<file path="config.mk">
export PLATFORM = sky130hd
export DESIGN_NAME = state_recorder
export DESIGN_NICKNAME = d
export VERILOG_FILES = /design/src/rtl/state_recorder.sv
export SDC_FILE = /design/constraint.sdc
export NUM_CORES = 2
export LEC_CHECK = 0
export ABC_AREA = 1
export CORE_MARGIN = 2
export CORE_UTILIZATION = 55
export DETAILED_ROUTE_END_ITERATION = 10
export PLACE_DENSITY = 0.71
export RECOVER_POWER = 100
export SYNTH_ARGS = -nofsm -noshare
export SYNTH_HDL_FRONTEND = slang
export SYNTH_SLANG_ARGS = --single-unit
</file>
<file path="constraint.sdc">
create_clock -name clk -period 11.65 [get_ports clk]
set_input_delay 2.33 -clock clk [delete_from_list [all_inputs] [get_ports clk]]
set_output_delay 2.33 -clock clk [all_outputs]
set_load 0.03 [all_outputs]
</file>
<file path="src/rtl/state_recorder.sv">
// Shadow copy of write-only NES PPU/APU/palette/OAM state, snooped from the CPU bus and read back by address.
// Optional OAM capture is compiled in with `define STATE_REC_OAM_EN (512x8 RAM instead of 256x8).
module state_recorder #(
    parameter int SYNC_STAGES = 2
) (
    input  logic        clk,
    input  logic        reset_n,
    input  logic        m2,
    input  logic [15:0] cpu_addr,
    input  logic [7:0]  cpu_data_in,
    input  logic        cpu_rw,
    input  logic        freeze,
    input  logic [8:0]  st_rec_addr,
    output logic [7:0]  st_rec_data,
    output logic        ready
);

`ifdef STATE_REC_OAM_EN
    localparam int RAM_AW = 9;
`else
    localparam int RAM_AW = 8;
`endif
    localparam int RAM_DEPTH = 1 << RAM_AW;

    typedef enum logic {S_CLEAR, S_RUN} state_t;
    typedef enum logic [1:0] {RD_ZERO, RD_FLOP, RD_RAM} region_t;

    state_t                  state_q, state_d;
    logic [RAM_AW-1:0]       clr_q, clr_d;
    logic                    ready_q;

    logic [SYNC_STAGES-1:0]  m2_sync_q;
    logic                    m2_prev_q;
    logic                    m2_s;
    logic [15:0]             bus_addr_q;
    logic [7:0]              bus_data_q;
    logic                    bus_rw_q;

    logic [7:0]  ctrl_q, ctrl_d;
    logic [7:0]  mask_q, mask_d;
    logic [7:0]  oamaddr_q, oamaddr_d;
    logic [7:0]  scrollx_q, scrollx_d;
    logic [7:0]  scrolly_q, scrolly_d;
    logic [5:0]  t_hi_q, t_hi_d;
    logic [7:0]  t_lo_q, t_lo_d;
    logic [13:0] v_q, v_d;
    logic        toggle_q, toggle_d;

    logic              cpu_event;
    logic [4:0]        pal_idx;
    logic              ram_we;
    logic [RAM_AW-1:0] ram_waddr;
    logic [7:0]        ram_wdata;
    logic [7:0]        ram_rdata_q;
    logic [7:0]        mem [RAM_DEPTH];

    region_t     region_q, region_d;
    logic [7:0]  flop_rd_q, flop_rd_d;

    assign m2_s      = m2_sync_q[SYNC_STAGES-1];
    assign cpu_event = m2_prev_q & ~m2_s & (state_q == S_RUN) & ~freeze;

    // NOTE: sequential state uses non-blocking assignments so every flop samples pre-edge values.
    always_ff @(posedge clk or negedge reset_n) begin
        if (!reset_n) begin
            m2_sync_q  <= '0;
            m2_prev_q  <= 1'b0;
            bus_addr_q <= '0;
            bus_data_q <= '0;
            bus_rw_q   <= 1'b0;
        end else begin
            m2_sync_q <= {m2_sync_q[SYNC_STAGES-2:0], m2};
            m2_prev_q <= m2_s;
            if (m2_s) begin
                bus_addr_q <= cpu_addr;
                bus_data_q <= cpu_data_in;
                bus_rw_q   <= cpu_rw;
            end
        end
    end

    // Palette mirrors: sprite backdrop entries 0x10/14/18/1C alias the background ones.
    always_comb begin
        pal_idx = v_q[4:0];
        if (pal_idx[4] && (pal_idx[1:0] == 2'b00)) pal_idx[4] = 1'b0;
    end

    // NOTE: every always_comb output gets a default first so no latches are inferred.
    always_comb begin
        state_d   = state_q;
        clr_d     = clr_q;
        ctrl_d    = ctrl_q;
        mask_d    = mask_q;
        oamaddr_d = oamaddr_q;
        scrollx_d = scrollx_q;
        scrolly_d = scrolly_q;
        t_hi_d    = t_hi_q;
        t_lo_d    = t_lo_q;
        v_d       = v_q;
        toggle_d  = toggle_q;
        ram_we    = 1'b0;
        ram_waddr = '0;
        ram_wdata = '0;

        if (state_q == S_CLEAR) begin
            ram_we    = 1'b1;
            ram_waddr = clr_q;
            clr_d     = clr_q + 1'b1;
            if (clr_q == '1) state_d = S_RUN;
        end else if (cpu_event) begin
            if (bus_addr_q[15:13] == 3'b001) begin
                case (bus_addr_q[2:0])
                    3'd0: if (!bus_rw_q) ctrl_d = bus_data_q;
                    3'd1: if (!bus_rw_q) mask_d = bus_data_q;
                    3'd2: if (bus_rw_q) toggle_d = 1'b0;
                    3'd3: if (!bus_rw_q) oamaddr_d = bus_data_q;
                    3'd4: if (!bus_rw_q) begin
                        oamaddr_d = oamaddr_q + 8'd1;
`ifdef STATE_REC_OAM_EN
                        ram_we    = 1'b1;
                        ram_waddr = RAM_AW'({1'b1, oamaddr_q});
                        ram_wdata = bus_data_q;
`endif
                    end
                    3'd5: if (!bus_rw_q) begin
                        if (toggle_q) scrolly_d = bus_data_q;
                        else          scrollx_d = bus_data_q;
                        toggle_d = ~toggle_q;
                    end
                    3'd6: if (!bus_rw_q) begin
                        if (toggle_q) begin
                            t_lo_d = bus_data_q;
                            v_d    = {t_hi_q, bus_data_q};
                        end else begin
                            t_hi_d = bus_data_q[5:0];
                        end
                        toggle_d = ~toggle_q;
                    end
                    default: begin
                        if (!bus_rw_q && (v_q[13:8] == 6'h3F)) begin
                            ram_we    = 1'b1;
                            ram_waddr = RAM_AW'({4'b0010, pal_idx});
                            ram_wdata = bus_data_q;
                        end
                        v_d = v_q + (ctrl_q[2] ? 14'd32 : 14'd1);
                    end
                endcase
            end else if (!bus_rw_q && (bus_addr_q[15:5] == 11'h200) && (bus_addr_q[4:0] <= 5'h17)) begin
                ram_we    = 1'b1;
                ram_waddr = RAM_AW'(9'h010 + {4'b0000, bus_addr_q[4:0]});
                ram_wdata = bus_data_q;
            end
        end
    end

    always_ff @(posedge clk or negedge reset_n) begin
        if (!reset_n) begin
            state_q   <= S_CLEAR;
            clr_q     <= '0;
            ready_q   <= 1'b0;
            ctrl_q    <= '0;
            mask_q    <= '0;
            oamaddr_q <= '0;
            scrollx_q <= '0;
            scrolly_q <= '0;
            t_hi_q    <= '0;
            t_lo_q    <= '0;
            v_q       <= '0;
            toggle_q  <= 1'b0;
        end else begin
            state_q   <= state_d;
            clr_q     <= clr_d;
            ready_q   <= (state_d == S_RUN);
            ctrl_q    <= ctrl_d;
            mask_q    <= mask_d;
            oamaddr_q <= oamaddr_d;
            scrollx_q <= scrollx_d;
            scrolly_q <= scrolly_d;
            t_hi_q    <= t_hi_d;
            t_lo_q    <= t_lo_d;
            v_q       <= v_d;
            toggle_q  <= toggle_d;
        end
    end

    // NOTE: the shadow RAM has no reset; the CLEAR sweep zeroes it after every reset instead.
    always_ff @(posedge clk) begin
        if (ram_we) mem[ram_waddr] <= ram_wdata;
        ram_rdata_q <= mem[st_rec_addr[RAM_AW-1:0]];
    end

    always_comb begin
        region_d  = RD_ZERO;
        flop_rd_d = '0;
        if (st_rec_addr[8:4] == 5'd0) begin
            region_d = RD_FLOP;
            case (st_rec_addr[3:0])
                4'h0:    flop_rd_d = ctrl_q;
                4'h1:    flop_rd_d = mask_q;
                4'h2:    flop_rd_d = oamaddr_q;
                4'h3:    flop_rd_d = scrollx_q;
                4'h4:    flop_rd_d = scrolly_q;
                4'h5:    flop_rd_d = {2'b00, t_hi_q};
                4'h6:    flop_rd_d = t_lo_q;
                4'h7:    flop_rd_d = v_q[7:0];
                4'h8:    flop_rd_d = {2'b00, v_q[13:8]};
                4'h9:    flop_rd_d = {7'd0, toggle_q};
                default: flop_rd_d = '0;
            endcase
        end else if (st_rec_addr <= 9'h027 || st_rec_addr[8:5] == 4'b0010) begin
            region_d = RD_RAM;
`ifdef STATE_REC_OAM_EN
        end else if (st_rec_addr[8]) begin
            region_d = RD_RAM;
`endif
        end
    end

    always_ff @(posedge clk or negedge reset_n) begin
        if (!reset_n) begin
            region_q  <= RD_ZERO;
            flop_rd_q <= '0;
        end else begin
            region_q  <= region_d;
            flop_rd_q <= flop_rd_d;
        end
    end

    assign st_rec_data = (region_q == RD_FLOP) ? flop_rd_q :
                         (region_q == RD_RAM)  ? ram_rdata_q : 8'h00;
    assign ready       = ready_q;

endmodule
</file>
# Yosys cells after proc, flatten, opt, wreduce, memory -nomap -nowiden
# Memory sizes are Yosys's and may differ from the RTL's. A register that Yosys moved wholly into a read port is not among the register bits.
# Cells that the tools add are included.
totals:
  register_bits: 116
  latch_bits: 0
  mem_bits_rw: 2048
  mem_bits_ro: 0
  inputBits: 38
  wordCells: 124
  mem_count: 1
memory_table:
  columns: ["name", "words", "word_bits", "rd", "rd_clocked_by_memory_dff", "wr", "line", "text"]
  rows:
  - ["mem", 256, 8, 1, 1, 1, "55", "logic [7:0] mem [RAM_DEPTH];"]
classes:
  n_addsub: 4
  multipliers: 0
  div: 0
  magnitude_cmp: 2
  n_eq_ne: 28
  n_shift: 0
  n_mux: 39
  bitwise: 8
  reduce_logical: 24
op_table:
  columns: ["op", "count"]
  rows:
  - ["2-to-1 mux 8 bit", 14]
  - ["case mux 8 bit (10 select lines)", 1]
  - ["AND reduction 6 bit", 7]
  - ["2-to-1 mux 14 bit", 2]
  - ["case mux 14 bit (2 select lines)", 1]
  - ["adder 8 x 1 -> 8 bit, second input constant", 2]
  - ["== test 4 x 3 -> 1 bit, second input constant", 4]
  - ["case mux 8 bit (2 select lines)", 1]
  - ["adder 14 x 6 -> 14 bit", 1]
  - ["2-to-1 mux 7 bit", 2]
  - ["2-to-1 mux 1 bit", 13]
  - ["== test 4 x 2 -> 1 bit, second input constant", 3]
  - ["2-to-1 mux 6 bit", 2]
  - ["!= test 2 bit, second input constant", 6]
  - ["== test 11 x 10 -> 1 bit, second input constant", 1]
  - ["AND reduction 5 bit", 2]
  - ["== test 3 bit, second input constant", 3]
  - ["<= comparator 9 x 6 -> 1 bit, second input constant", 1]
  - ["== test 4 bit, second input constant", 2]
  - ["== test 8 bit, second input constant", 1]
  - ["OR reduction 7 bit", 1]
  - ["adder 5 x 5 -> 6 bit, first input constant", 1]
  - ["== test 3 x 1 -> 1 bit, second input constant", 2]
  - ["== test 3 x 2 -> 1 bit, second input constant", 2]
  - ["other kinds (19)", 30]

# Depth between registers and ports, before layout
depth:
  depth_word: 9
  depth_mapped: 16
  depth_no_buf: 13

# Worst setup path after synthesis
# No wires, ideal clock.
synth_path:
  path_type: "input to register"
  startpoint: "in freeze"
  endpoint: "mem mem[0][0] (data pin)"
  setup_ns: 1.393
  arrival_ns: 9.180
  required_ns: 10.257
  path_slack_ns: 1.077
  path_stages: 9
  path_cell_list: "nor2_1 nand3_2 nor2_4 nand2_2 inv_2 nand4_2 nand2_1 clkinv_1 nor2_1"
synth_between:
  elab_chain_len: 4
synth_lines:
  columns: ["element", "line", "text"]
  rows:
  - ["from (decl)", "12", "input logic freeze,"]
  - ["inverter 1 bit", "61", "assign cpu_event = m2_prev_q & ~m2_s & (state_q == S_RUN) & ~freeze;"]
  - ["bitwise AND 1 bit", "61", null]
  - ["2-to-1 mux 8 bit", "110", "end else if (cpu_event) begin"]
  - ["2-to-1 mux 8 bit", "105", "if (state_q == S_CLEAR) begin"]
  - ["named net ram_wdata[0]", "53", "logic [7:0] ram_wdata;"]
  - ["to (decl)", "55", null]
# The timed path passes the listed nets, and every way through them passes these cells.

# Worst setup path in the final report
layout_path:
  startpoint: "in freeze"
  endpoint: "mem mem[165][3] (data pin)"
# The elaborated chain is that of the path after synthesis.

==> impl_results.md <==
- Reg-to-reg critical path startpoint: m2_sync_q[1]$_DFF_PN0_
- GPL Wtd Cong: 0.942
- WP data required: 11590 ps
- Minimum clock period after layout: 8140 ps
- Core area: between 150000 and 200000 um^2
- CTS Hold Bufs: 0
- Cells after Synth: 8475
- DP HPWL: ~130000 um
- Pre-antenna DRT Iters: 6
- Number of synthesized register bits: 2172
- Failing checks: capacitance limit, slew limit
- Root buffer cell: clkbuf_16
- Critical Path AT: 8080 ps
- Worst-Margin Slew: 4820 ps
- Via count: 61648
- DIE WIDTH: 408 um
- Largest net degree at the start of global routing: about 230
- Critical path type: primary input to register
- Worst Hold Depth: 0
- Leak: roughly 36 nW
- Hold_sp: m2_sync_q[0]$_DFF_PN0_
- Startpoint Class: primary input
- Worst r2r dst: mem[165][3]$_DFFE_PP_
- Placed Cells incl. Taps: 10352
- Pwr dens: ~160 nW/um^2
- Syn Area/Cell: between 10 and 15 um^2
- Clock Latency Late Sink: a little under 900 ps
- Clk buf depth: 3
- Worst vdd ir: 142 uV
- Setup TNS: 0 ps
- Hold Fails Final Rpt: 0
- Fin nets: 8432
- Final period utilization: 69.9%
- Status: complete, but fails checks
- GRT Overall Usage: 29.2%
- Post-Layout Cell Count: 10747
- H-tree depth: 4
- # setup viols final: 0
- TritonCTS clock tree: built
- Synth cell types: 49
- IO buf count: 46
- Area growth syn-to-layout: 10.0%
- Fraction of registers with async set/reset: 5.34%
- CP max FO: 184
- Setup repair bufs after CTS: 0
- Area fraction of the dominant cell type after synthesis: 68.6%
- 1st-iter DRT viols: about 7600
- Fillers: 12683
- Die ar.: 166000 um^2
- Top_reg_cell synth: edfxtp_1
- First-pass GRT wire length: approximately 370000 um
- Vias per cell: between 5 and 6
- Synth area leaders: edfxtp_1 69%, nand2_1 19%, dfrtp_1 3.2%
- Starting Density: a little under three fifths
- EDFF count, synth: 2048
- Gr ovfl total: 0
- Max Fclk: 123 MHz
- Hold Crit Class: register to register
- Ports: 47
- Clock Sinks: 2172
- Die Y: 408 um
- R2r setup slk: 4260 ps
- Area leader, netlist: edfxtp_1
- Final ANT Viol Nets: 0
- Post-route DRC: 0
- Max transition margin: -221%
- DR WL/cell: 22.7 um
- Vias in the first global route: 59400
- Max Cap Viol: 14
- Post-Syn Nets: 8518
- Post-synthesis sequential area ratio: 72.0%
- RSZ-0062 raised after global routing: no
- Num CTS Buffers: 209
- Resize count post-CTS: 0
- Skew final: 35.4 ps
- Cell Rows: 148
- Initial antenna violation count: 9
- Worst setup EP type: register
- Syn Std Cell Area: 89700 um^2
- Routed WL: 244000 um
- Hold worst-path end: m2_sync_q[1]$_DFF_PN0_
- Layout cells sized above 1: between 4 and 5%
- Clock-pin slew on the worst setup and hold paths: 60 ps
- Max-slew violations: 846
- R2R depth: 11
- YS warnings: 0
## cells by family after synthesis
| family | count (synthesis) | share of synthesized area, % |
|---|---|---|
| flip-flops | 2172 | 72.0 |
| adder cells (fa/ha/maj) | 5 | 0.0698 |
| multiplexers | 1 | 0.0126 |
| buffers and inverters | 541 | 2.35 |
| AO/OA/AOI/OAI | 356 | 2.23 |
| XOR/XNOR | 11 | 0.107 |
| AND/OR/NAND/NOR | 5389 | 23.2 |
## state kept, by name, indices dropped and copies added, names as in the netlist, 2 cells and up
register,cells
mem,2048
clr_q,8
t_lo_q,8
region_q,2
v_q,14
t_hi_q,6
bus_addr_q,16
m2_sync_q,2
oamaddr_q,8
ram_rdata_q,8
flop_rd_q,8
bus_data_q,8
scrolly_q,8
ctrl_q,8
scrollx_q,8
mask_q,8
## final cells by class
cell class                 instances  area [um^2]  share of cell area (%)
antenna                            1         2.50                 0.00254
clock buffer                     269         5650                    5.73
clock inverter                   124         1000                    1.01
inverter                         120          475                   0.482
multi-input combinational       5762        23000                    23.3
sequential                      2172        64600                    65.5
tap                             2175         2720                    2.76
timing repair buffer             124         1230                    1.24
## per-stage QoR
| stage | hold slack, ps | instance area [um^2] | setup WS (ps) | utilization, % | power, mW |
|---|---|---|---|---|---|
| after detailed placement | 357 | 92200 | 5040 | 56.7 | 9.50 |
| after floorplan | 331 | 89700 | 1080 | - | 9.17 |
| after global routing | 373 | 98600 | 3180 | 60.7 | 16.4 |
| final | 363 | 98600 | 3510 | 60.7 | 16.0 |
| after global placement | 334 | 92200 | 5050 | 56.7 | 9.50 |
| after CTS | 368 | 98800 | 5940 | 60.8 | 16.0 |
## critical path: stages
cell	delay [ps]
dlygate4sd3_1	540
nor2_1	100
nand3_1	240
nor2_1	300
nand2_2	110
inv_1	140
nand4_1	240
nand2_1	130
clkinv_1	220
nor2_1	200
clkbuf_2	3230
## layout by cell type (no fill, tap or decap), types with 5 or more instances in the layout
cell type,synthesis,routed
nand4_1,71,72
clkinv_1,8,57
dfrtp_1,116,116
dfxtp_1,8,8
clkinvlp_4,0,13
ha_1,5,5
dlygate4sd3_1,0,12
inv_1,101,101
bufinv_16,0,12
nand2_1,4565,4554
nor2_4,1,5
nand2_2,1,12
inv_6,0,6
a21oi_1,66,66
a22oi_1,45,45
edfxtp_1,2048,2048
clkbuf_8,0,9
nor2_1,493,489
clkbuf_1,329,56
inv_2,11,7
o211ai_1,4,5
o21ai_1,16,14
buf_4,1,51
xor2_1,9,9
buf_12,0,17
nand3_1,220,228
clkdlybuf4s50_1,0,31
clkbuf_16,0,214
o21ai_0,204,206
clkinv_2,0,36
nor3_1,11,11
## Yosys cell counts (2+ instances only)
| cell | instances |
|---|---|
| dfrtp_1 | 116 |
| inv_2 | 11 |
| and2_1 | 4 |
| buf_1 | 31 |
| a31oi_1 | 4 |
| nor3_1 | 11 |
| nand3_1 | 220 |
| nand3_2 | 9 |
| nand2_1 | 4565 |
| xor2_1 | 9 |
| o21ai_0 | 204 |
| clkbuf_1 | 329 |
| nor2_1 | 493 |
| o211ai_2 | 2 |
| nand4_1 | 71 |
| dfxtp_1 | 8 |
| a22oi_1 | 45 |
| xnor2_1 | 2 |
| clkinv_1 | 8 |
| nor2_2 | 4 |
| a21oi_1 | 66 |
| edfxtp_1 | 2048 |
| a221oi_1 | 3 |
| o21ai_1 | 16 |
| buf_2 | 60 |
| inv_1 | 101 |
| or2_2 | 2 |
| nor4_1 | 4 |
| o221ai_1 | 2 |
| ha_1 | 5 |
| o211ai_1 | 4 |
## routing by layer
metal | up-vias | global-route usage (%) | part of all wire [%]
met5 | - | 0 | 0.014
met4 | 6 | 12.6 | 4.5
met3 | 581 | 5.86 | 11
met2 | 3569 | 45.6 | 46
met1 | 29550 | 40.3 | 39
li1 | 27942 | - | -
## where the power goes
group / internal [mW] / switching (mW)
Clock: 3.69 / 2.90
Combinational: 0.253 / 0.672
Sequential: 8.42 / 0.0168
Total: 12.4 / 3.59
## worst max path at each step
stage | start | to | slack, ps | cells after the start
finish | freeze | mem[165][3]$_DFFE_PP_ | 3510 | 11
global route | freeze | mem[165][3]$_DFFE_PP_ | 3180 | 11
CTS | freeze | mem[68][0]$_DFFE_PP_ | 5940 | 11
detailed placement | freeze | mem[52][0]$_DFFE_PP_ | 5040 | 11
global placement | st_rec_addr[0] | ram_rdata_q[1]$_DFF_P_ | 5050 | 14
floorplan | freeze | mem[0][0]$_DFFE_PP_ | 1080 | 9
Power figures use the tool's default switching activity.
